File: src/rtl/reg_dump_reader.sv
// reg_dump_reader: debug readout engine for the MIPS register file.
// On a start pulse it walks the spare register-file read port from index 0
// to NUM_REGS-1. It captures each value and streams (index, value) pairs out
// over a valid/ready handshake. It never writes the register file.
//
// Optional feature: define REG_DUMP_SKIP_ZERO_EN to drop registers that read
// zero. Register 0 is then always skipped. The default build emits every
// register.
module reg_dump_reader #(
    parameter int NUM_REGS = 32,
    parameter int ADDR_W   = 5,
    parameter int DATA_W   = 32
) (
    input  logic              clk,
    input  logic              rst,
    input  logic              start,
    output logic              busy,
    output logic              done,
    output logic [ADDR_W-1:0] rd_addr,
    input  logic [DATA_W-1:0] rd_data,
    output logic              out_valid,
    input  logic              out_ready,
    output logic [ADDR_W-1:0] out_index,
    output logic [DATA_W-1:0] out_data,
    output logic [ADDR_W:0]   dump_count
);

    localparam logic [1:0] S_IDLE    = 2'd0;
    localparam logic [1:0] S_READ    = 2'd1;
    localparam logic [1:0] S_PRESENT = 2'd2;
    localparam logic [1:0] S_DONE    = 2'd3;

    localparam logic [ADDR_W-1:0] LAST_IDX = ADDR_W'(NUM_REGS - 1);

    logic [1:0]        state_q, state_d;
    logic [ADDR_W-1:0] index_q, index_d;
    logic [ADDR_W-1:0] out_index_q, out_index_d;
    logic [DATA_W-1:0] out_data_q, out_data_d;
    logic [ADDR_W:0]   count_q, count_d;
    logic              busy_q, valid_q, done_q;
    logic              handshake;
    logic              skip_entry;

    assign handshake = valid_q & out_ready;

`ifdef REG_DUMP_SKIP_ZERO_EN
    // A zero register produces no entry. Register 0 always reads zero, so
    // it is always skipped.
    assign skip_entry = (rd_data == '0);
`else
    assign skip_entry = 1'b0;
`endif

    // Next-state and datapath update for the walk.
    always_comb begin
        // NOTE: every _d takes its _q value first, so paths that assign
        // nothing hold state instead of inferring a latch.
        state_d     = state_q;
        index_d     = index_q;
        out_index_d = out_index_q;
        out_data_d  = out_data_q;
        count_d     = count_q;
        case (state_q)
            S_IDLE: begin
                if (start) begin
                    index_d = '0;
                    count_d = '0;
                    state_d = S_READ;
                end
            end
            S_READ: begin
                if (skip_entry) begin
                    if (index_q == LAST_IDX) begin
                        state_d = S_DONE;
                    end else begin
                        index_d = index_q + 1'b1;
                    end
                end else begin
                    // The value before this edge is the snapshot. A
                    // same-edge register-file write is not seen here.
                    out_data_d  = rd_data;
                    out_index_d = index_q;
                    state_d     = S_PRESENT;
                end
            end
            S_PRESENT: begin
                if (handshake) begin
                    count_d = count_q + 1'b1;
                    if (index_q == LAST_IDX) begin
                        state_d = S_DONE;
                    end else begin
                        index_d = index_q + 1'b1;
                        state_d = S_READ;
                    end
                end
            end
            S_DONE: begin
                // Return the read address to 0 for IDLE.
                index_d = '0;
                state_d = S_IDLE;
            end
            default: begin
                state_d = S_IDLE;
            end
        endcase
    end

    // State registers. busy, out_valid and done are registered decodes of
    // the next state, so they match the current state without glitches.
    always_ff @(posedge clk or posedge rst) begin
        if (rst) begin
            state_q     <= S_IDLE;
            index_q     <= '0;
            out_index_q <= '0;
            out_data_q  <= '0;
            count_q     <= '0;
            busy_q      <= 1'b0;
            valid_q     <= 1'b0;
            done_q      <= 1'b0;
        end else begin
            // NOTE: non-blocking assignments ensure every flop samples
            // pre-edge values, independent of statement order.
            state_q     <= state_d;
            index_q     <= index_d;
            out_index_q <= out_index_d;
            out_data_q  <= out_data_d;
            count_q     <= count_d;
            busy_q      <= (state_d == S_READ) || (state_d == S_PRESENT);
            valid_q     <= (state_d == S_PRESENT);
            done_q      <= (state_d == S_DONE);
        end
    end

    assign busy       = busy_q;
    assign done       = done_q;
    assign out_valid  = valid_q;
    assign rd_addr    = index_q;
    assign out_index  = out_index_q;
    assign out_data   = out_data_q;
    assign dump_count = count_q;

endmodule
File: config.mk
export PLATFORM = sky130hd
export DESIGN_NAME = reg_dump_reader
export DESIGN_NICKNAME = d
export VERILOG_FILES = /design/src/rtl/reg_dump_reader.sv
export SDC_FILE = /design/constraint.sdc
export NUM_CORES = 1
export LEC_CHECK = 0
export CORE_MARGIN = 10
export CORE_UTILIZATION = 61
export DETAILED_ROUTE_END_ITERATION = 10
export DONT_BUFFER_PORTS = 1
export HOLD_SLACK_MARGIN = 0.12
export PLACE_DENSITY = 0.8
export SLEW_MARGIN = 20
export SYNTH_ARGS = -nofsm -noshare
export SYNTH_HDL_FRONTEND = slang
export SYNTH_SLANG_ARGS = --single-unit
File: constraint.sdc
create_clock -name clk -period 2.64 [get_ports clk]
set_clock_uncertainty 0.1 [all_clocks]
set_input_delay 0.396 -clock clk [delete_from_list [all_inputs] [get_ports clk]]
set_output_delay 0.396 -clock clk [all_outputs]
set_load 0.05 [all_outputs]
==> impl_metrics.toml <==
[finish]
regArea_sq_um = 1330
stdcell_area_sq_um = 2570
stdcell_count = 237
layout.nets = 232
fill_cells = 210
multi_input_area_sq_um = 747
drive_gt1_frac = 0.272
syn_to_final_growth_pct = 22.0
diodes = 0
utilization = 0.771

[timing]
fin_ws_ns = 0.401
timing.final.crit_share = 0.848
tightest_slew_ns = 0.850
setup-tns-final_ns = 0
fmax_mhz = 447
maxSlewViolCount = 0
final.min_clock_period_ns = 2.24
hold-worst-slack_ns = 0.213
grt_setup_unrepaired = "no"
relSlewSlack = 0.433
hold_viol_final = 0
finalSetupViolations = 0

[yosys]
synthCells = 151
yosysTopAreaCellShare = 0.629
synth_common_cells = "53 x dfrtp_1, 37 x mux2_2, 8 x nor2_1"
synth_seq_cells = 53
yosys.area.top_type = "dfrtp_1"
synth_edf_count = 0
async_flop_share = 1.00
synth_cell_type_count = 21
yosys_warnings = 0
avgSynthCellArea_sq_um = 14.0
ys_seq_area_frac = 0.629
syn_nets = 192
syn-cell-area_sq_um = 2110
synth_most_common_cell = "dfrtp_1"
synth_area_leaders = "dfrtp_1 63%, mux2_2 20%, ha_1 3.0%"
synthFlopType = "dfrtp_1"

[power_and_ir_drop]
p_per_area_nw_per_um2 = 1370
leakage_nw = 1.18
finalPower_mw = 3.54
vdd_drop_max_mv = 0.905

[worst_setup_path]
critPathLaunchType = "register"
cp-end-kind = "register"
required_ns = 2.85
max_stage_delay_ns = 0.50
crit_chain = "ha_1 > and3_1 > ha_1 > and3b_1 > o22ai_2 > or4_1 > nand3_1"
r2r_setup_slack_ns = 0.40
cp_max_fo = 8
crit_arrival_ns = 2.45
cpMostUsedCell = "ha_1"
cp_top_family = "simple AND/OR/NAND/NOR gates"
critPathSlowestCell = "or4_1"
path_buf_inv = 0
crit_type = "reg2reg"

[clock_tree]
clk_pin_slew_worst_paths_ns = 0.13
numCtsBuffers = 5
cts_tree = "built"
insertion_delay_ns = 0.37
root_buffer = "clkbuf_4"
clockBufferDepth = 2
ctsResizeCount = 0
cts_max_level = 2
clock-sinks = 53

[floorplan]
dieArea_sq_um = 6210
fp-row-count = 21
die_h_um = 78.8
coreArea_sq_um = 3340
die_w_um = 78.8
ioPinCount = 87
start_util = 0.632

[grt]
antenna_found_initial = 0
grt_use_total = 0.162
grt_first_pass_wirelength_um = 7840
grt_max_degree = 54
grt_remaining_overflow = 0
grt_pass1_vias = 1452

[detailed_routing]
routed_wl_um = 5120
via_per_inst = 5.67
wl_per_cell_um = 21.6
ant_nets = 0
via_count = 1344
drtIter0Drc = 98
dr.pass1.iters = 4
drc_errors = 0

[placement]
post_dp_cell_area_sq_um = 2180
dp_hpwl_um = 3430
numPlacedInstances = 197
finalWeightedCongestion = 0.844
port_buffers = 0
pre_cts_ws_ns = 0.475

[run]
max_cap_violations = 0

[outcome]
outcome = "finished clean"

[min_path]
holdCritPathClass = "in2reg"
==> path summary, 6_finish.rpt <==
kind	from	to	depth (start not counted)
setup / recovery	rd_addr[1]	rd_addr[3]	7
hold / removal	start	state_q[0]	2
setup reg to reg	rd_addr[1]	rd_addr[3]	7
hold reg to reg	state_q[0]	state_q[0]	1
max in group asynchronous	rst	dump_count[3]	2
min in group asynchronous	rst	out_data[14]	2
==> sequential cells by signal, indices dropped and copies added, names as in the netlist <==
name,count
out_data,32
dump_count,6
out_index,5
rd_addr,5
state_q,2
busy,1
done,1
out_valid,1
==> where the power goes <==
| group | internal, mW | switching, mW |
|---|---|---|
| clock network | 0.125 | 0.230 |
| registers | 1.11 | 1.32 |
| logic | 0.403 | 0.344 |
| total | 1.64 | 1.90 |
==> cell families (layout without fill, tap and decap cells) <==
logic type | after synthesis | count (layout) | share of synthesized area
adder cells (fa/ha/maj) | 5 | 5 | 0.0297
buffers and inverters | 9 | 49 | 0.0184
XOR/XNOR | 4 | 4 | 0.0166
flip-flops | 53 | 53 | 0.629
multiplexers | 37 | 37 | 0.198
AND/OR/NAND/NOR | 33 | 33 | 0.0801
AO/OA/AOI/OAI | 10 | 10 | 0.0291
==> what timing repair did <==
action	in CTS	in global routing
hold buffers	33	0
setup buffers	0	0
endpoints found under the hold margin	85	0
==> layer usage <==
metal  up-vias  GRT usage  part of all wire
met5         -          0                 0
met4         0     0.0484             0.014
met3        11     0.0923              0.13
met2        73      0.291              0.53
met1       658      0.155              0.32
li1        602          -                 -
==> cell usage in the layout, fill, tap and decap left out <==
cell,count
a21oi_1,2
a22o_1,1
and3_1,2
and3b_1,1
and4b_1,1
buf_4,5
clkbuf_4,5
clkbuf_8,1
clkinv_2,1
clkinvlp_4,1
dfrtp_1,53
dlygate4sd3_1,33
ha_1,5
inv_1,3
mux2_2,37
nand2_1,7
nand2b_1,2
nand2b_2,1
nand3_1,6
nand4_1,2
nor2_1,8
nor2b_1,2
o21ai_0,6
o22ai_2,1
or4_1,1
xor2_1,4
==> area by class of cell <==
class / instances / area share
multi-input combinational: 89 / 0.290
sequential: 53 / 0.515
inverter: 4 / 0.00632
tap: 46 / 0.0224
timing repair buffer: 38 / 0.143
clock buffer: 6 / 0.0199
clock inverter: 1 / 0.00292
(Power assumes the default switching activity.)
